$ cat config.mk
export PLATFORM = sky130hd
export DESIGN_NAME = twiddle_rf_loader_flat
export DESIGN_NICKNAME = d
export VERILOG_FILES = /design/src/rtl/twiddle_rf_loader_pkg.sv /design/src/rtl/twiddle_rf_loader_if.sv /design/src/rtl/twiddle_rf_loader_addr_cnt.sv /design/src/rtl/twiddle_rf_loader.sv /design/src/flat_wrapper.sv
export SDC_FILE = /design/constraint.sdc
export NUM_CORES = 1
export LEC_CHECK = 0
export ABC_AREA = 1
export CAP_MARGIN = 20
export CORE_ASPECT_RATIO = 0.75
export CORE_MARGIN = 3
export CORE_UTILIZATION = 40
export DETAILED_ROUTE_END_ITERATION = 7
export PLACE_DENSITY = 0.77
export SKIP_CTS_REPAIR_TIMING = 1
export SLEW_MARGIN = 20
export SYNTH_ARGS = -nofsm -noshare
export SYNTH_HDL_FRONTEND = slang
export SYNTH_HIERARCHICAL = 1
export SYNTH_SLANG_ARGS = --single-unit
$ cat constraint.sdc
create_clock -name i_clk -period 2.1 [get_ports i_clk]
set_input_delay 0.42 -clock i_clk [delete_from_list [all_inputs] [get_ports i_clk]]
set_output_delay 0.42 -clock i_clk [all_outputs]
set_load 0.02 [all_outputs]
$ cat src/rtl/twiddle_rf_loader_pkg.sv
// Shared constants and state encoding for the twiddle register-file loader.
// Word and row-address widths come from `D_width / `ROMA_width (defaults below).
`ifndef D_width
`define D_width 16
`endif
`ifndef ROMA_width
`define ROMA_width 2
`endif

package twiddle_rf_loader_pkg;
    localparam int D_WIDTH     = `D_width;
    localparam int ROMA_WIDTH  = `ROMA_width;
    localparam int ROM_NUM     = 3;
    localparam int BANK_NUM    = 16;
    localparam int ROW_NUM     = 1 << ROMA_WIDTH;
    localparam int TOTAL_WORDS = ROM_NUM * BANK_NUM * ROW_NUM;

    typedef enum logic {
        IDLE = 1'b0,
        LOAD = 1'b1
    } state_e;
endpackage

$ cat src/rtl/twiddle_rf_loader_if.sv
// Input word stream plus register-file write bus of the twiddle loader.
// master = upstream source / write observer, slave = the loader itself.
interface twiddle_rf_loader_if;
    import twiddle_rf_loader_pkg::*;

    logic                  in_valid;
    logic                  in_ready;
    logic [D_WIDTH-1:0]    in_data;
    logic                  WE;
    logic [1:0]            W_rom;
    logic [3:0]            W_bank;
    logic [ROMA_WIDTH-1:0] W_addr;
    logic [D_WIDTH-1:0]    W_data;

    modport master (
        output in_valid, in_data,
        input  in_ready, WE, W_rom, W_bank, W_addr, W_data
    );

    modport slave (
        input  in_valid, in_data,
        output in_ready, WE, W_rom, W_bank, W_addr, W_data
    );
endinterface

$ cat src/rtl/twiddle_rf_loader_addr_cnt.sv
// Nested bank/row/rom position counter: bank fastest, then row, then ROM.
// Wraps back to (0,0,0) after the final word of a full table.
module twiddle_addr_cnt
    import twiddle_rf_loader_pkg::*;
(
    input  logic                  i_clk,
    input  logic                  i_rst_n,
    input  logic                  i_clr,
    input  logic                  i_inc,
    output logic [1:0]            o_rom,
    output logic [3:0]            o_bank,
    output logic [ROMA_WIDTH-1:0] o_row,
    output logic                  o_last_bank,
    output logic                  o_last_row,
    output logic                  o_last_word
);
    logic [1:0]            r_rom;
    logic [3:0]            r_bank;
    logic [ROMA_WIDTH-1:0] r_row;

    assign o_rom       = r_rom;
    assign o_bank      = r_bank;
    assign o_row       = r_row;
    assign o_last_bank = (r_bank == 4'(BANK_NUM - 1));
    assign o_last_row  = (r_row == ROMA_WIDTH'(ROW_NUM - 1));
    assign o_last_word = o_last_bank & o_last_row & (r_rom == 2'(ROM_NUM - 1));

    always_ff @(posedge i_clk or negedge i_rst_n) begin
        if (!i_rst_n) begin
            r_rom  <= '0;
            r_bank <= '0;
            r_row  <= '0;
        end else if (i_clr) begin
            r_rom  <= '0;
            r_bank <= '0;
            r_row  <= '0;
        end else if (i_inc) begin
            if (o_last_bank) begin
                r_bank <= '0;
                if (o_last_row) begin
                    r_row <= '0;
                    r_rom <= o_last_word ? 2'd0 : r_rom + 2'd1;
                end else begin
                    r_row <= r_row + 1'b1;
                end
            end else begin
                r_bank <= r_bank + 4'd1;
            end
        end
    end
endmodule

$ cat src/rtl/twiddle_rf_loader.sv
// Twiddle-factor register-file loader: streams words into ROM0..2 x 16 banks x rows.
// Optional load checksum output enabled by TWIDDLE_LOADER_CHECKSUM_EN.
module twiddle_rf_loader
    import twiddle_rf_loader_pkg::*;
(
    input  logic                 i_clk,
    input  logic                 i_rst_n,
    input  logic                 i_start,
    input  logic                 i_abort,
    twiddle_rf_loader_if.slave   bus,
    output logic                 o_rom_cen,
    output logic                 o_busy,
    output logic                 o_done
`ifdef TWIDDLE_LOADER_CHECKSUM_EN
    ,
    output logic [D_WIDTH-1:0]   o_load_csum
`endif
);
    state_e                r_state;
    logic                  r_rom_cen;
    logic                  r_done;
    logic                  w_load;
    logic                  w_start;
    logic                  w_accept;
    logic [1:0]            w_rom;
    logic [3:0]            w_bank;
    logic [ROMA_WIDTH-1:0] w_row;
    logic                  w_last_bank;
    logic                  w_last_row;
    logic                  w_last_word;

    assign w_load      = (r_state == LOAD);
    assign w_start     = (r_state == IDLE) & i_start & ~i_abort;
    assign bus.in_ready = w_load & ~i_abort;
    assign w_accept    = bus.in_valid & bus.in_ready;

    assign o_rom_cen = r_rom_cen;
    assign o_busy    = w_load;
    assign o_done    = r_done;

    twiddle_addr_cnt u_addr_cnt (
        .i_clk       (i_clk),
        .i_rst_n     (i_rst_n),
        .i_clr       (w_start),
        .i_inc       (w_accept),
        .o_rom       (w_rom),
        .o_bank      (w_bank),
        .o_row       (w_row),
        .o_last_bank (w_last_bank),
        .o_last_row  (w_last_row),
        .o_last_word (w_last_word)
    );

    always_ff @(posedge i_clk or negedge i_rst_n) begin
        if (!i_rst_n) begin
            r_state    <= IDLE;
            r_rom_cen  <= 1'b1;
            r_done     <= 1'b0;
            bus.WE     <= 1'b0;
            bus.W_rom  <= '0;
            bus.W_bank <= '0;
            bus.W_addr <= '0;
            bus.W_data <= '0;
        end else begin
            bus.WE <= w_accept;
            r_done <= w_accept & w_last_word;
            if (w_accept) begin
                bus.W_rom  <= w_rom;
                bus.W_bank <= w_bank;
                bus.W_addr <= w_row;
                bus.W_data <= bus.in_data;
            end
            // Read enable is released only the cycle after the final write lands.
            if (w_start) begin
                r_rom_cen <= 1'b1;
            end else if (r_done) begin
                r_rom_cen <= 1'b0;
            end
            case (r_state)
                IDLE: if (w_start) r_state <= LOAD;
                LOAD: begin
                    if (i_abort || (w_accept && w_last_word)) begin
                        r_state <= IDLE;
                    end
                end
                default: r_state <= IDLE;
            endcase
        end
    end

`ifdef TWIDDLE_LOADER_CHECKSUM_EN
    logic [D_WIDTH-1:0] r_csum;

    assign o_load_csum = r_csum;

    always_ff @(posedge i_clk or negedge i_rst_n) begin
        if (!i_rst_n) begin
            r_csum <= '0;
        end else if (w_start) begin
            r_csum <= '0;
        end else if (w_accept) begin
            r_csum <= r_csum ^ bus.in_data;
        end
    end
`endif
endmodule

$ cat src/flat_wrapper.sv
// flat-port wrapper written by rule: the top's interface ports become plain ports
module twiddle_rf_loader_flat import twiddle_rf_loader_pkg::*;
  (i_clk, i_rst_n, i_start, i_abort, o_rom_cen, o_busy, o_done, bus_in_valid, bus_in_data, bus_in_ready, bus_WE, bus_W_rom, bus_W_bank, bus_W_addr, bus_W_data);
  twiddle_rf_loader_if bus_i ();
  input  logic i_clk;
  input  logic i_rst_n;
  input  logic i_start;
  input  logic i_abort;
  output logic o_rom_cen;
  output logic o_busy;
  output logic o_done;
  input wire logic [$bits(bus_i.in_valid)-1:0] bus_in_valid;
  input wire logic [$bits(bus_i.in_data)-1:0] bus_in_data;
  output wire logic [$bits(bus_i.in_ready)-1:0] bus_in_ready;
  output wire logic [$bits(bus_i.WE)-1:0] bus_WE;
  output wire logic [$bits(bus_i.W_rom)-1:0] bus_W_rom;
  output wire logic [$bits(bus_i.W_bank)-1:0] bus_W_bank;
  output wire logic [$bits(bus_i.W_addr)-1:0] bus_W_addr;
  output wire logic [$bits(bus_i.W_data)-1:0] bus_W_data;
  assign bus_i.in_valid = bus_in_valid;
  assign bus_i.in_data = bus_in_data;
  assign bus_in_ready = bus_i.in_ready;
  assign bus_WE = bus_i.WE;
  assign bus_W_rom = bus_i.W_rom;
  assign bus_W_bank = bus_i.W_bank;
  assign bus_W_addr = bus_i.W_addr;
  assign bus_W_data = bus_i.W_data;
  twiddle_rf_loader u_core (.i_clk(i_clk), .i_rst_n(i_rst_n), .i_start(i_start), .i_abort(i_abort), .bus(bus_i), .o_rom_cen(o_rom_cen), .o_busy(o_busy), .o_done(o_done));
endmodule
After elaboration in Yosys (flattened, before gate mapping)
Cells that the tools add are included.
- register bits after elaboration: 36
- bits of input ports: 21
- output and inout port bits: 29
- logic and storage cells: 51
- add/sub/neg operators: 3
- equality and inequality tests: 3
- muxes and demuxes: 17
- bitwise gates (word level): 9
- reduce and logical (&&, ||, !) cells: 8
- operator list (cell ; count):
    two-way mux 2 bit ; 9
    two-way mux 4 bit ; 3
    nonzero test 2 bit ; 4
    AND 1 bit ; 7
    adder 2 x 1 -> 2 bit, second input constant ; 2
    adder 4 x 1 -> 4 bit, second input constant ; 1
    equality test 2 bit, second input constant ; 2
    equality test 4 bit, second input constant ; 1
    two-way mux 1 bit ; 4
    AND reduction 3 bit ; 1
    inverter 1 bit ; 2
    case mux 1 bit (2 select lines) ; 1
    AND reduction 2 bit ; 1
    logical AND 1 bit ; 1
    logical OR 1 bit ; 1

Logic depth before layout (Yosys ltp)
Gate-level depths: netlist of the first run.
- word-level depth: 8
- depth in mapped cells: 10
- depth with buffers taken out: 9

Modules after synthesis
The synthesis of the first run kept the hierarchy.
- modules (own cells, without submodules) (module ; times used ; cells an instance ; area each (um^2) ; seq. area each (um^2)):
    twiddle_rf_loader ; 1 ; 124 ; 1172.4 ; 701.9
    twiddle_addr_cnt ; 1 ; 60 ; 450.4 ; 200.2

Worst setup path before layout of the first run
Ideal clock, no wire load.
- path kind: reg-to-reg
- from: register u_core.r_state (netlist: u_core/o_busy)
- to: register u_core.u_addr_cnt.r_rom[1] (netlist: u_core/u_addr_cnt/o_rom[1])
- library setup time: 0.065 ns
- arrival: 1.428 ns
- required time: 2.035 ns
- slack: 0.607 ns
- cell stages (with the launch flop): 11
- buffers on the path: 2
- period minus slack after synthesis: 1.493 ns
- cell sequence: dfrtp_1 buf_4 nand3_4 buf_6 inv_1 inv_1 nand2_1 nand2_2 nor2_2 nand2_1 nand2_1
- elaborated cells between the ends (all ways): 10
- classes of those cells: 1 x mux; 5 x bitwise; 4 x reduce/logical
- RTL lines (item ; line ; source):
    start: declaration ; twiddle_rf_loader.sv:19 ; state_e r_state;
    start signal: assignment ; twiddle_rf_loader.sv:56 ; r_state <= IDLE;
    start signal: assignment ; twiddle_rf_loader.sv:80 ; IDLE: if (w_start) r_state <= LOAD;
    start signal: assignment ; twiddle_rf_loader.sv:83 ; r_state <= IDLE;
    AND 1 bit ; twiddle_rf_loader.sv:34 ; assign bus.in_ready = w_load & ~i_abort;
    AND 1 bit ; twiddle_rf_loader.sv:35 ; assign w_accept = bus.in_valid & bus.in_ready;
    via u_core.w_accept ; twiddle_rf_loader.sv:24 ; logic w_accept;
    nonzero test 2 bit (no line) ; -- ;
    AND reduction 3 bit (no line) ; -- ;
    end signal: assignment ; twiddle_rf_loader_addr_cnt.sv:42 ; r_rom <= o_last_word ? 2'd0 : r_rom + 2'd1;
    end: declaration ; twiddle_rf_loader_addr_cnt.sv:17 ; logic [1:0] r_rom;
The timed path passes the listed nets, and every way through them passes these cells.
A chain may end at the register's enable or synchronous reset.

Final worst setup path of the first run
- from: register u_core.r_rom_cen (netlist: u_core/o_rom_cen)
- to: output port o_rom_cen
- RTL lines (item ; line ; source):
    start: declaration ; twiddle_rf_loader.sv:20 ; logic r_rom_cen;
    start signal: assignment ; twiddle_rf_loader.sv:57 ; r_rom_cen <= 1'b1;
    start signal: assignment ; twiddle_rf_loader.sv:75 ; r_rom_cen <= 1'b1;
    start signal: assignment ; twiddle_rf_loader.sv:77 ; r_rom_cen <= 1'b0;
    end: declaration ; flat_wrapper.sv:9 ; output logic o_rom_cen;
No word-level cell between the ends.

==> run_results.csv, run 1 <==
group,metric,value,unit
outcome,status,"finished clean",
timing,fin_skew,0.00559,ns
placement,place_inst,278,
floorplanning,ios,50,
worst_setup_path,crit_path_top_delay_cell,"clkdlybuf4s50_1",
finish,multi_input_comb_area,601,um^2
finish,fillers,345,
floorplanning,die_h,61.1,um
floorplanning,core_area,3780,um^2
yosys,avgSynthCellArea,8.85,um^2
worst_setup_path,critPathCaptureType,"output pin",
floorplanning,die_x,79.5,um
global_route,grt_max_degree,37,
timing,max_freq,0.549,GHz
detailed_routing,first_iter_violations,38,
worst_setup_path,cp_max_fo,2,
flow_run,maxCapViolations,0,
detailed_routing,dr_wl_met2,1680,um
worst_setup_path,cp_top_family,"buffers and inverters",
pwr,swShare,32.8,%
detailed_routing,wl_met3,218,um
detailed_routing,top_layer_used,"met4",
clock_tree,cts_max_path_buffers,2,
worst_setup_path,startpoint_type,"flip-flop",
global_route,grt_util_all_layers,15.8,%
pwr,seq_power_share,43.4,%
worst_setup_path,cp-endpoint,"o_rom_cen",
clock_tree,htreeDepth,2,
finish,synthToLayoutAreaGrowth,37.8,%
detailed_routing,viasPerCell,4.76,
finish,fin_nets,256,
timing,period_needed,1.82,ns
floorplanning,start_util,42.8,%
clock_tree,cts_tree,"yes",
finish,drive_gt1_share,9.44,%
pwr,power_switching,0.738,mW
timing,setup_viol,0,
worst_setup_path,r2r_end,"u_core/u_addr_cnt/o_rom[0]$_DFFE_PN0P_",
clock_tree,clkTransAtPathRegs,0.07,ns
detailed_routing,drtAntennaViolNets,0,
floorplanning,fp.dieArea,4850,um^2
placement,io_buffers,49,
global_route,grt_pass1_vias,1284,
detailed_routing,drc,0,
placement,place_congestion,0.736,
yosys,yosys_warnings,6,
timing,rsz0062_at_grt,"no",
timing,slew_headroom,48.3,%
clock_tree,clkSinkCount,36,
timing,slew_violations,0,
detailed_routing,num_vias,1358,
placement,place_hpwl,2480,um
worst_setup_path,worst_ep_required_time,1.68,ns
pwr,comb_power_share,33.6,%
pwr,peakVddDrop,0.000451,V
clock_tree,clock-root-buffer,"clkbuf_8",
worst_setup_path,path_cells,"clkdlybuf4s50_1",
detailed_routing,dr.pass1.iters,4,
pwr,power.leakage,1.12,nW
yosys,synthCells,183,
floorplanning,row_count,19,
worst_setup_path,cp-startpoint,"u_core/o_rom_cen$_DFFE_PN1P_",
timing,period_share,86.7,%
worst_setup_path,path_buf_inv,1,
global_route,grt_pass1_wl,5880,um
finish,antenna_cells,0,
detailed_routing,avgRoutedWirePerCell,12.5,um
pwr,cellPowerDensity,1010,nW/um^2
worst_setup_path,cp.depth,1,
timing,hold_viol,0,
yosys,synth_nets,206,
finish,register_area,902,um^2
worst_setup_path,cp.arrival,1.40,ns
yosys,synthesis.area,1620,um^2
worst_setup_path,reg2reg_depth,9,
worst_hold_path,hold_class,"primary input to async pin",
worst_setup_path,max_stage_delay,0.59,ns
timing,max_slew.worst_pin.slew,0.775,ns
global_route,grt_antenna_before_repair,0,
worst_setup_path,r2r_slack,0.59,ns
worst_setup_path,worstReg2RegStart,"u_core/o_busy$_DFF_PN0_",
clock_tree,cts_inserted_buffers,5,
global_route,overflow,0,
clock_tree,clock_latency,0.28,ns
finish,final_cells,285,
worst_setup_path,worstSetupPathType,"flip-flop to output pin",
pwr,p_int,1.51,mW
timing,setup_tns,0,ns
pwr,p_clk_share,22.9,%
detailed_routing,m1WireLength,1630,um
detailed_routing,routed_wl,3560,um
-- worst min path at each step --
| stage | start | end | slack [ns] | depth (start not counted) |
|---|---|---|---|---|
| finish | i_rst_n | u_core/u_addr_cnt/o_rom[1]$_DFFE_PN0P_ | 0.21 | 1 |
| global route | i_rst_n | u_core/u_addr_cnt/o_rom[0]$_DFFE_PN0P_ | 0.27 | 1 |
| floorplan | i_rst_n | u_core/bus.WE$_DFF_PN0_ | 0.12 | 0 |
| global placement | u_core/o_done$_DFF_PN0_ | u_core/o_rom_cen$_DFFE_PN1P_ | 0.43 | 1 |
| CTS | i_rst_n | u_core/u_addr_cnt/o_rom[0]$_DFFE_PN0P_ | 0.24 | 1 |
| detailed placement | u_core/o_done$_DFF_PN0_ | u_core/o_rom_cen$_DFFE_PN1P_ | 0.45 | 1 |
-- layout make-up --
class | instances | area share, %
sequential | 36 | 40.4
multi-input combinational | 124 | 26.9
timing repair buffer | 53 | 23.2
clock buffer | 7 | 4.32
tap | 52 | 2.92
inverter | 13 | 2.19
-- sequential cells by signal (all words and copies together), names as in the netlist, 2 cells and up --
| signal | cells |
|---|---|
| u_core/u_addr_cnt/o_row | 2 |
| u_core/u_addr_cnt/o_rom | 2 |
| u_core/bus.W_data | 16 |
| u_core/bus.W_rom | 2 |
| u_core/bus.W_bank | 4 |
| u_core/bus.W_addr | 2 |
| u_core/u_addr_cnt/o_bank | 4 |
-- routing by layer --
| metal | vias to the layer above | track usage (%) |
|---|---|---|
| met3 | 4 | 4.82 |
| met2 | 36 | 26.9 |
| li1 | 692 | - |
| met4 | 0 | 5.15 |
| met1 | 626 | 19.8 |
| met5 | - | 0 |
-- cell usage in the layout, fill, tap and decap left out --
cell type	count
or2_1	1
nand3_1	6
clkbuf_8	7
dlymetal6s2s_1	1
inv_1	11
o21ai_1	2
inv_2	2
buf_2	1
o21ai_0	2
nand3_2	1
nor2_1	6
xnor2_1	1
buf_4	4
dfrtp_1	35
nand2_1	71
o21a_1	1
nand4_1	24
a21oi_1	1
dfstp_2	1
clkdlybuf4s50_1	47
ha_1	2
nand3_4	1
nor2_2	3
nand2_2	2
-- per-stage QoR --
step	cell area [um^2]	util (%)	setup WS (ns)	total power, mW	hold slack (ns)
2_1_floorplan	1620	-	0.607	1.39	0.124
3_3_place_gp	2130	56.4	0.0770	1.74	0.428
3_5_place_dp	2130	56.4	0.0732	1.76	0.447
4_1_cts	2230	59.0	0.0709	2.28	0.235
5_1_grt	2230	59.0	0.245	2.40	0.274
6_report	2230	59.0	0.279	2.25	0.214
-- power by group through the flow --
stage | clock [mW] | sequential (mW) | combinational [mW]
after floorplan | 0 | 1.13 | 0.256
after global placement | 0 | 0.984 | 0.756
after detailed placement | 0 | 0.991 | 0.767
after CTS | 0.535 | 0.979 | 0.768
after global routing | 0.564 | 1.00 | 0.837
final | 0.516 | 0.977 | 0.757
No activity file was read; power rests on OpenSTA's default activity.
==> run 2: changes to the inputs <==
Clock period 2.1 ns to 2.4 ns, I/O delays scaled along.
==> run 2 against run 1 <==
Against the previous run:
- worst hold slack improved by 0.056 ns
- global-route usage decreased by 0.20 points
- worst setup slack got worse by 0.016 ns
- non-clock buffer count unchanged
- die area did not move
- sequential cell count is the same
- utilization fell by 0.56 points
- final cell count did not move
- cell area down 0.95%
- sequential share of layout area rose by 0.39 points
- via count grew 1.0%
- combinational power fell by 12%
- largest power group unchanged
==> run_results.csv, run 2 (synthesized netlist as in run 1, its figures left out) <==
group,metric,value,unit
worst_setup_path,worst_ep_required_time,1.92,ns
clock_tree,clock_latency,0.28,ns
timing,rsz0062_at_grt,"no",
floorplanning,start_util,42.8,%
worst_setup_path,worstSetupPathType,"primary input to output pin",
worst_hold_path,hold_class,"primary input to async pin",
placement,place_inst,278,
finish,synthToLayoutAreaGrowth,36.5,%
finish,most-common-layout-cells,"nand2_1, clkdlybuf4s50_1, dfrtp_1, nand4_1, inv_1",
timing,max_freq,0.468,GHz
clock_tree,cts_max_path_buffers,2,
outcome,status,"finished clean",
timing,max_slew.worst_pin.slew,0.762,ns
detailed_routing,dr.pass1.iters,4,
pwr,peakVddDrop,0.000399,V
worst_setup_path,max_stage_delay,0.61,ns
finish,fin_util,58.5,%
detailed_routing,avgRoutedWirePerCell,12.2,um
finish,mostFrequentLayoutCell,"nand2_1",
timing,fin_skew,0.00325,ns
floorplanning,die_h,61.1,um
global_route,overflow,0,
worst_setup_path,cp_max_fo,2,
placement,io_buffers,49,
timing,slew_violations,0,
worst_setup_path,startpoint_type,"primary input",
worst_setup_path,path_cells,"clkdlybuf4s50_1 -> nor2_1 -> clkdlybuf4s50_1",
clock_tree,clkTransAtPathRegs,0.07,ns
global_route,grt_antenna_before_repair,0,
worst_setup_path,cp_common_cell,"clkdlybuf4s50_1",
timing,hold_viol,0,
detailed_routing,drtAntennaViolNets,0,
timing,period_needed,2.14,ns
detailed_routing,drc,0,
worst_setup_path,path_buf_inv,2,
global_route,grt_pass1_wl,5810,um
timing,setup_tns,0,ns
detailed_routing,routed_wl,3490,um
finish,fin_nets,256,
placement,place_hpwl,2430,um
detailed_routing,first_iter_violations,78,
finish,regMostFlops,"u_core/bus.W_data",
worst_setup_path,crit_path_top_delay_cell,"clkdlybuf4s50_1",
floorplanning,die_x,79.5,um
global_route,grt_util_all_layers,15.6,%
detailed_routing,viasPerCell,4.81,
global_route,grt_max_degree,37,
detailed_routing,num_vias,1372,
global_route,grt_pass1_vias,1269,
timing,setup_viol,0,
flow_run,maxCapViolations,0,
finish,drive_gt1_share,9.01,%
clock_tree,clkSinkCount,36,
clock_tree,clock-root-buffer,"clkbuf_8",
placement,place_congestion,0.749,
pwr,cellPowerDensity,865,nW/um^2
finish,final_cells,285,
clock_tree,cts_tree,"yes",
clock_tree,htreeDepth,2,
finish,antenna_cells,0,
worst_setup_path,cp_top_family,"buffers and inverters",
timing,slew_headroom,49.2,%
floorplanning,fp.dieArea,4850,um^2
floorplanning,row_count,19,
floorplanning,core_area,3780,um^2
worst_setup_path,critPathCaptureType,"output pin",
pwr,power.leakage,1.10,nW
finish,largest_reg_flops,16,
timing,period_share,89.0,%
worst_setup_path,cp.arrival,1.66,ns
clock_tree,cts_inserted_buffers,5,
floorplanning,ios,50,
-- run 2: final cells by class --
| cell class | count | area (um^2) |
|---|---|---|
| timing repair buffer | 53 | 515 |
| fill | 323 | 1570 |
| clock inverter | 1 | 5.00 |
| multi-input combinational | 124 | 601 |
| tap | 52 | 65.1 |
| sequential | 36 | 902 |
| inverter | 13 | 48.8 |
| clock buffer | 6 | 72.6 |
-- run 2: power breakdown --
part           switching [mW]  internal [mW]  total [mW]  leakage (nW)
Combinational           0.350          0.313       0.664         0.593
Sequential              0.101          0.754       0.855         0.465
Clock                   0.195          0.197       0.392        0.0410
-- run 2: path summary, 6_finish.rpt --
check	start	end	slack (ns)	cells past startpoint
worst max-delay path	i_abort	bus_in_ready	0.26	3
worst min-delay path	i_rst_n	u_core/bus.W_data[1]$_DFFE_PN0P_	0.27	1
worst max register to register	u_core/o_busy$_DFF_PN0_	u_core/u_addr_cnt/o_rom[1]$_DFFE_PN0P_	0.92	9
worst min register to register	u_core/o_done$_DFF_PN0_	u_core/o_rom_cen$_DFFE_PN1P_	0.44	1
max in group asynchronous	i_rst_n	u_core/bus.W_data[12]$_DFFE_PN0P_	1.64	1
min in group i_clk	u_core/o_done$_DFF_PN0_	u_core/o_rom_cen$_DFFE_PN1P_	0.44	1
-- run 2: metal layers --
metal  track usage, %  up-vias  part of all wire, %
met5                0        -                    0
met2             25.4       30                   48
met4             2.94        0                 0.74
li1                 -      699                    -
met3             6.43        4                  5.3
met1             20.2      639                   46
-- run 2: per-stage QoR --
stage	total power [mW]	worst slack (ns)	instance area, um^2	hold WS, ns
after detailed placement	1.54	0.253	2130	0.422
after floorplan	1.21	0.907	1620	0.184
final	1.91	0.263	2210	0.270
after global placement	1.52	0.258	2130	0.429
after global routing	2.05	0.203	2210	0.329
after CTS	1.93	0.253	2210	0.305
